## config.mk

```make
export PLATFORM = sky130hd
export DESIGN_NAME = addr_byte_to_word
export DESIGN_NICKNAME = d
export VERILOG_FILES = /design/src/rtl/addr_byte_to_word.sv
export SDC_FILE = /design/constraint.sdc
export NUM_CORES = 1
export LEC_CHECK = 0
export BUFFER_PORTS_ARGS = -buffer_cell sky130_fd_sc_hd__clkbuf_2
export CORE_MARGIN = 2
export CORE_UTILIZATION = 39
export DETAILED_ROUTE_END_ITERATION = 8
export GPL_TIMING_DRIVEN = 1
export SYNTH_ARGS = -nofsm -noshare
export SYNTH_HDL_FRONTEND = slang
export SYNTH_SLANG_ARGS = --single-unit
```

## constraint.sdc

```tcl
create_clock -name clk -period 1.5 [get_ports clk]
set_input_delay 0.3 -clock clk [delete_from_list [all_inputs] [get_ports clk]]
set_output_delay 0.3 -clock clk [all_outputs]
set_load 0.01 [all_outputs]
```

## src/rtl/addr_byte_to_word.sv

```systemverilog
// Byte address to word index converter with alignment flag, registered output
// stage plus skid entry, and a saturating misalignment counter.
module addr_byte_to_word #(
  parameter int WIDTH     = 32,
  parameter int SHIFT     = 2,
  parameter int ARITH     = 1,
  parameter int ERR_CNT_W = 8
) (
  input  logic                 clk,
  input  logic                 rst_n,
  input  logic                 in_valid,
  output logic                 in_ready,
  input  logic [WIDTH-1:0]     in_addr,
  output logic                 out_valid,
  input  logic                 out_ready,
  output logic [WIDTH-1:0]     out_word,
  output logic [SHIFT-1:0]     out_offset,
  output logic                 out_misaligned,
  input  logic                 err_clear,
  output logic [ERR_CNT_W-1:0] err_count,
  output logic [1:0]           state
);

  // Handshake: a side transfers on a rising edge where valid && ready. in_ready
  // and out_valid decode only the state register, so no comb path crosses the
  // block; an offered result stays stable until out_ready takes it.

  typedef enum logic [1:0] {
    EMPTY = 2'd0,
    ONE   = 2'd1,
    TWO   = 2'd2
  } state_t;

  state_t state_q;
  state_t state_d;

  logic             in_xfer;
  logic             out_xfer;
  logic             load_m_in;
  logic             load_m_skid;
  logic             load_s;

  logic             fill;
  logic [WIDTH-1:0] conv_word;
  logic [SHIFT-1:0] conv_off;
  logic             conv_mis;

  logic [WIDTH-1:0] m_word;
  logic [SHIFT-1:0] m_off;
  logic             m_mis;
  logic [WIDTH-1:0] s_word;
  logic [SHIFT-1:0] s_off;
  logic             s_mis;

  // Conversion of the incoming address; low bits are truncated, not rounded.
  always_comb begin
    fill      = (ARITH != 0) ? in_addr[WIDTH-1] : 1'b0;
    conv_word = {{SHIFT{fill}}, in_addr[WIDTH-1:SHIFT]};
    conv_off  = in_addr[SHIFT-1:0];
    conv_mis  = |in_addr[SHIFT-1:0];
  end

  assign in_xfer  = in_valid && in_ready;
  assign out_xfer = out_valid && out_ready;

  // State register
  always_ff @(posedge clk or negedge rst_n) begin
    if (!rst_n) begin
      state_q <= EMPTY;
    end else begin
      state_q <= state_d;
    end
  end

  // Next-state and load selection
  always_comb begin
    state_d     = state_q;
    load_m_in   = 1'b0;
    load_m_skid = 1'b0;
    load_s      = 1'b0;
    case (state_q)
      EMPTY: begin
        if (in_xfer) begin
          load_m_in = 1'b1;
          state_d   = ONE;
        end
      end
      ONE: begin
        if (in_xfer && out_xfer) begin
          load_m_in = 1'b1;
        end else if (in_xfer) begin
          load_s  = 1'b1;
          state_d = TWO;
        end else if (out_xfer) begin
          state_d = EMPTY;
        end
      end
      TWO: begin
        if (out_xfer) begin
          load_m_skid = 1'b1;
          state_d     = ONE;
        end
      end
      default: begin
        state_d = EMPTY;
      end
    endcase
  end

  // Handshake outputs decoded from the state register only
  always_comb begin
    in_ready  = (state_q != TWO);
    out_valid = (state_q != EMPTY);
  end

  always_ff @(posedge clk or negedge rst_n) begin
    if (!rst_n) begin
      m_word <= '0;
      m_off  <= '0;
      m_mis  <= 1'b0;
      s_word <= '0;
      s_off  <= '0;
      s_mis  <= 1'b0;
    end else begin
      if (load_m_in) begin
        m_word <= conv_word;
        m_off  <= conv_off;
        m_mis  <= conv_mis;
      end else if (load_m_skid) begin
        m_word <= s_word;
        m_off  <= s_off;
        m_mis  <= s_mis;
      end
      if (load_s) begin
        s_word <= conv_word;
        s_off  <= conv_off;
        s_mis  <= conv_mis;
      end
    end
  end

  // Counted at acceptance; a clear coinciding with a misaligned accept leaves 1.
  always_ff @(posedge clk or negedge rst_n) begin
    if (!rst_n) begin
      err_count <= '0;
    end else if (err_clear) begin
      err_count <= (in_xfer && conv_mis) ? ERR_CNT_W'(1) : '0;
    end else if (in_xfer && conv_mis && (err_count != {ERR_CNT_W{1'b1}})) begin
      err_count <= err_count + ERR_CNT_W'(1);
    end
  end

  assign out_word       = m_word;
  assign out_offset     = m_off;
  assign out_misaligned = m_mis;
  assign state          = state_q;

endmodule

```

=== After elaboration in Yosys (flattened, before gate mapping) ===
Cells that the tools add are included.

* Output and inout bits: 47
* Logic and storage cells: 50
* Register bits: 78
* Bits of input ports: 37

* Equal/unequal tests: 8
* Muxes and demuxes: 22
* Reductions and logical operators: 11
* Add/subtract/negate cells: 1

{| class="wikitable"
|+ Operators by type and width
! operator !! count
|-
| 32-bit 2-to-1 mux || 2
|-
| 8-bit 2-to-1 mux || 2
|-
| 2-bit 2-to-1 mux || 7
|-
| 1-bit 2-to-1 mux || 9
|-
| 8-bit by 1-bit adder with 8-bit output (second input constant) || 1
|-
| 2-bit != test (second input constant) || 4
|-
| 8-bit != test (second input constant) || 1
|-
| 2-bit case mux with 3 select lines || 1
|-
| 2-bit nonzero test || 3
|-
| 1-bit logical AND || 5
|-
| 4-bit AND reduction || 1
|-
| 3-bit != test (second input constant) || 1
|-
| 2-bit by 1-bit == test with 1-bit output (second input constant) || 1
|-
| 2-bit == test (second input constant) || 1
|-
| 2-bit zero test || 1
|-
| 1-bit case mux with 2 select lines || 1
|-
| 2-bit OR reduction || 1
|}

=== Depth between registers and ports, before layout ===
* Word-level depth: 6
* Depth in mapped cells: 6
* Gate-level depth less buffers: 5

=== Worst setup path after synthesis ===
Ideal clock, no wire load.

* Kind: reg-to-reg
* From: register err_count[0]
* To: register err_count[5]
* Arrival: 1.524 ns
* Stages on the path, launching flop included: 6
* Path buffers: 0
* Period minus slack after synthesis: 1.602 ns
* Library setup time: 0.078 ns
* Path slack: -0.102 ns
* Data required time: 1.422 ns
* Cells stage by stage: dfrtp_1 > ha_1 > nand3_1 > o211ai_4 > or4_1 > a21oi_1

* Word-level cells in the longest chain between the ends: 3
* Elaborated cells between the ends (all ways): 6
* Those cells by class: add/sub (1); eq/ne (1); mux (2); reduce/logical (2)

{| class="wikitable"
|+ RTL lines
! item !! line !! source
|-
| start: declaration || 20 || <nowiki>output logic [ERR_CNT_W-1:0] err_count,</nowiki>
|-
| start signal: assignment || 147 || <nowiki>err_count <= (in_xfer && conv_mis) ? ERR_CNT_W'(1) : '0;</nowiki>
|-
| start signal: assignment || 149 || <nowiki>err_count <= err_count + ERR_CNT_W'(1);</nowiki>
|-
| 8-bit by 1-bit adder with 8-bit output / 8-bit != test (equally long branches) || 149, 148 ||
|-
| 8-bit 2-to-1 mux / 1-bit logical AND (equally long branches) || 148 || <nowiki>end else if (in_xfer && conv_mis && (err_count != {ERR_CNT_W{1'b1}})) begin</nowiki>
|-
| 8-bit 2-to-1 mux / 2-bit nonzero test (equally long branches) || - ||
|}

Several ways; a longest one is shown, not always the timed one. The select of a mux whose other input is x is not followed.
A chain may end at the register's enable or synchronous reset.

=== Worst setup path after layout ===
* From: register state_q[0] (netlist: state[0])
* To: register s_word[15]

* Word-level cells in the longest chain between the ends: 5
* Elaborated cells between the ends (all ways): 9
* Those cells by class: eq/ne (2); mux (3); reduce/logical (4)

{| class="wikitable"
|+ RTL lines
! item !! line !! source
|-
| start: declaration || 34 || <nowiki>state_t state_q;</nowiki>
|-
| start signal: assignment || 71 || <nowiki>state_q <= state_d;</nowiki>
|-
| 2-bit != test / 2-bit nonzero test (equally long branches) || 112, 113 ||
|-
| 1-bit logical AND (on tied branches) || 63, 64 ||
|-
| 1-bit 2-to-1 mux / 1-bit logical AND (equally long branches) || 91, 89 ||
|-
| 1-bit 2-to-1 mux || 89 || <nowiki>if (in_xfer && out_xfer) begin</nowiki>
|-
| 1-bit 2-to-1 mux * || 81 || <nowiki>case (state_q)</nowiki>
|-
| end signal: assignment || 135 || <nowiki>s_word <= conv_word;</nowiki>
|-
| end: declaration || 51 || <nowiki>logic [WIDTH-1:0] s_word;</nowiki>
|}

Every way passes the cells marked *; elsewhere a longest branch is shown, timed or not.

==> impl_metrics.env <==
export IMPL_run_status="finished, violations left"
export IMPL_violations="negative setup slack"
export IMPL_diodes=0
export IMPL_main_combinational_cell_family_by_area_after_synthesis="multiplexers"
export IMPL_post_synth_cell_area_avg_um2=12.1
export IMPL_postSynthNetCount=314
export IMPL_place_detailed_hpwl_um=4760
export IMPL_post_route_cells_drive_above_1_share_pct=44.9
export IMPL_final_nets=425
export IMPL_netlist_cell_type_count=34
export IMPL_fmax_mhz=626
export IMPL_detailroute_wirelength_met3_um=450
export IMPL_postRouteAntennaNets=0
export IMPL_totalPowerFinal_mw=6.20
export IMPL_critical_path_max_fanout=8
export IMPL_maxSlewHeadroom_pct=73.8
export IMPL_via_count_of_the_first_global_routing_pass=2300
export IMPL_cp_endpoint_kind="flop"
export IMPL_clock_sinks=76
export IMPL_die_area_mm2=0.00929
export IMPL_met2_length_um=3530
export IMPL_highest_signal_layer="met4"
export IMPL_max_stage_delay_ps=430
export IMPL_synth_edf_count=0
export IMPL_worst_ep_arrival_time_ps=1820
export IMPL_post_route_period_util_pct=107
export IMPL_detailedRoute_firstPassIterationCount=4
export IMPL_syn2layout_area_growth_pct=35.3
export IMPL_r2r_slack_ps=-100
export IMPL_synthFlopType="sky130_fd_sc_hd__dfrtp_1"
export IMPL_cp_common_cell="sky130_fd_sc_hd__buf_6"
export IMPL_worst_path_max_delay_cell="sky130_fd_sc_hd__dfrtp_2"
export IMPL_hold_path_depth=3
export IMPL_routed_wirelength_um=7660
export IMPL_worst_r2r_startpoint="state[0]"
export IMPL_route_vias_total=2486
export IMPL_routed_vias_inst=5.00
export IMPL_clk_insertion_delay_late_ps=340
export IMPL_timing_max_cap_violations=0
export IMPL_pwr_density_cell_mw_per_mm2=1380
export IMPL_ys_seq_area_share_pct=57.1
export IMPL_route_layer_met1_wl_um=3560
export IMPL_final_hold_violation_count=0
export IMPL_synth_ff_latch_count=76
export IMPL_worst_slew_pin_slew_ps=392
export IMPL_grt_setup_unrepaired="true"
export IMPL_timing_hold_worst_class="input port to flop"
export IMPL_worst_ep_required_time_ps=1730
export IMPL_finalWeightedCongestion=0.749
export IMPL_cp_cell_sequence="buf_6 > nand2b_4 > nor3b_4 > buf_6 > clkbuf_16 > mux2_2"
export IMPL_most_frequent_cells_in_the_layout="sky130_fd_sc_hd__clkbuf_2 (80), sky130_fd_sc_hd__dfrtp_1 (74), sky130_fd_sc_hd__nand2_1 (37), sky130_fd_sc_hd__o21ai_0 (37), sky130_fd_sc_hd__mux2i_1 (35)"
export IMPL_synth_fa_ha_area_share_pct=0.376
export IMPL_fin_skew_ps=11.9
export IMPL_cts_tree="done"
export IMPL_synth_simple_gate_area_share_pct=9.06
export IMPL_fin_ws_ps=-98.7
export IMPL_fin_crit_ps=1600
export IMPL_cts_reportedPaths_clkPinSlew_ps=90
export IMPL_grt_max_degree=41
export IMPL_worstReg2RegEnd="s_word[15]"
export IMPL_hold_path_startpoint="in_addr[11]"
export IMPL_synth_mux_area_share_pct=21.4
export IMPL_cts_root_to_sink_buffers=2
export IMPL_post_drt_wl_per_cell_um=15.4
export IMPL_final_common_cell="sky130_fd_sc_hd__clkbuf_2"
export IMPL_route_detailed_drc=0
export IMPL_die_width_um=96.4
export IMPL_core_area_mm2=0.00826
export IMPL_num_fill_cells=739
export IMPL_synth_cell_area_mm2=0.00333
export IMPL_clock_tree_root_driver_cell="sky130_fd_sc_hd__clkbuf_8"
export IMPL_buffer_ports_inserted=83
export IMPL_num_rows=33
export IMPL_yosys_area_share_xor_xnor_pct=0
export IMPL_grt_overflow=0
export IMPL_antenna_found_initial=0
export IMPL_initialDrtViolationCount=72
export IMPL_hold_end="out_word[9]"
export IMPL_synth_compound_gate_area_share_pct=8.91
export IMPL_grt_first_pass_wirelength_um=11000
export IMPL_cellLeakagePower_nw=2.28
export IMPL_maxSlewViolCount=0
export IMPL_synth_async_sr_flop_share_pct=100
export IMPL_yosysWarnings=0
export IMPL_reg2reg_depth=6
export IMPL_worstSetupPathType="flop to flop"
export IMPL_final_setup_viol_count=35
export IMPL_ctsHtreeMaxLevel=3
export IMPL_pin_count=84
export IMPL_floorplan_initialDensity_pct=40.3
export IMPL_worstSetupStartpointType="flop"
export IMPL_cts_inserted_buffers=9
export IMPL_vdd_drop_max_v=0.000743
export IMPL_gr_usage_all_layers_pct=15.7
export IMPL_post_synth_inst_count=276
export IMPL_dpl_worst_slack_ps=-1.65
export IMPL_chipHeight_um=96.4
-- worst max-delay path: cells and delay by family (launching register included) --
kind,cells,cell delay [ps]
and+or+nand+nor,2,260
muxes,1,330
buffers and inverters,3,460
DFF,1,430
-- where the power goes --
group          leakage [nW]  internal (mW)  switching, mW
clock                0.0962          0.769          0.759
sequential            0.926           2.65          0.342
combinational          1.25          0.942          0.734
-- registers in the layout, indices dropped and copies added (netlist names) --
| register | flops |
|---|---|
| state | 2 |
| s_word | 30 |
| out_offset | 2 |
| out_word | 30 |
| err_count | 8 |
| s_off | 2 |
| s_mis | 1 |
| out_misaligned | 1 |
-- cell type report --
cell class                 instances  area, um2  area share [%]
inverter                           1       6.26           0.139
sequential                        76       1900            42.3
clock buffer                      10        128            2.83
tap                              105        131            2.92
multi-input combinational        183       1430            31.8
timing repair buffer             116        835            18.5
clock inverter                     6       65.1            1.44
-- timing repair --
action	4_1_cts	5_1_grt
hold endpoints to repair	25	0
cloned	0	4
pin swaps	0	5
setup buffers	6	2
setup endpoints to repair	3	73
resized for setup	4	29
hold buffers	1	0
-- per-layer routing --
metal	vias up	GRT usage, %
met3	10	4.65
met2	62	24.5
li1	1194	-
met4	0	6.69
met5	-	0
met1	1220	20.4
-- metrics by stage --
stage | cells | instance area (um2) | hold slack (ps) | util (%) | setup TNS, ps
after CTS | 491 | 4280 | 156 | 51.8 | -2190
after global routing | 497 | 4500 | 167 | 54.5 | -5670
after detailed placement | 468 | 4020 | 253 | 48.7 | -1.65
after global placement | 468 | 4020 | 253 | 48.7 | 0
after floorplan | 276 | 3340 | 4.41 | - | -6.46
final | 497 | 4500 | 176 | 54.5 | -2390
-- how the worst max path moves through the flow --
stage / startpoint / end / slack (ps) / depth (start not counted)
CTS: state[0] / s_word[25] / -80 / 5
global route: state[0] / s_word[18] / -160 / 6
finish: state[0] / s_word[15] / -100 / 6
global placement: out_ready / s_word[23] / 20 / 5
floorplan: err_count[0] / err_count[5] / -6 / 5
detailed placement: out_ready / s_word[25] / -2 / 5
-- cells in the mapped netlist, types with 2 or more instances --
| cell type | count | area [um2] |
|---|---|---|
| sky130_fd_sc_hd__a21oi_1 | 9 | 45.0 |
| sky130_fd_sc_hd__buf_2 | 8 | 40.0 |
| sky130_fd_sc_hd__buf_4 | 2 | 15.0 |
| sky130_fd_sc_hd__buf_6 | 3 | 33.8 |
| sky130_fd_sc_hd__clkbuf_1 | 2 | 7.51 |
| sky130_fd_sc_hd__dfrtp_1 | 76 | 1900 |
| sky130_fd_sc_hd__mux2_1 | 10 | 113 |
| sky130_fd_sc_hd__mux2_2 | 22 | 248 |
| sky130_fd_sc_hd__mux2i_1 | 35 | 350 |
| sky130_fd_sc_hd__nand2_1 | 37 | 139 |
| sky130_fd_sc_hd__nand3_1 | 4 | 20.0 |
| sky130_fd_sc_hd__nor2_1 | 6 | 22.5 |
| sky130_fd_sc_hd__o21ai_0 | 37 | 185 |
| sky130_fd_sc_hd__o31ai_1 | 2 | 15.0 |
| sky130_fd_sc_hd__or2_2 | 2 | 12.5 |
| sky130_fd_sc_hd__or3_1 | 2 | 12.5 |
| sky130_fd_sc_hd__or4_1 | 2 | 15.0 |
-- kinds of logic after synthesis --
family | after synthesis
compound gates | 53
fa+ha+maj | 1
buf+inv | 17
flops | 76
mux | 67
simple gates | 62
Note: power is estimated with default switching activity, not from simulation.
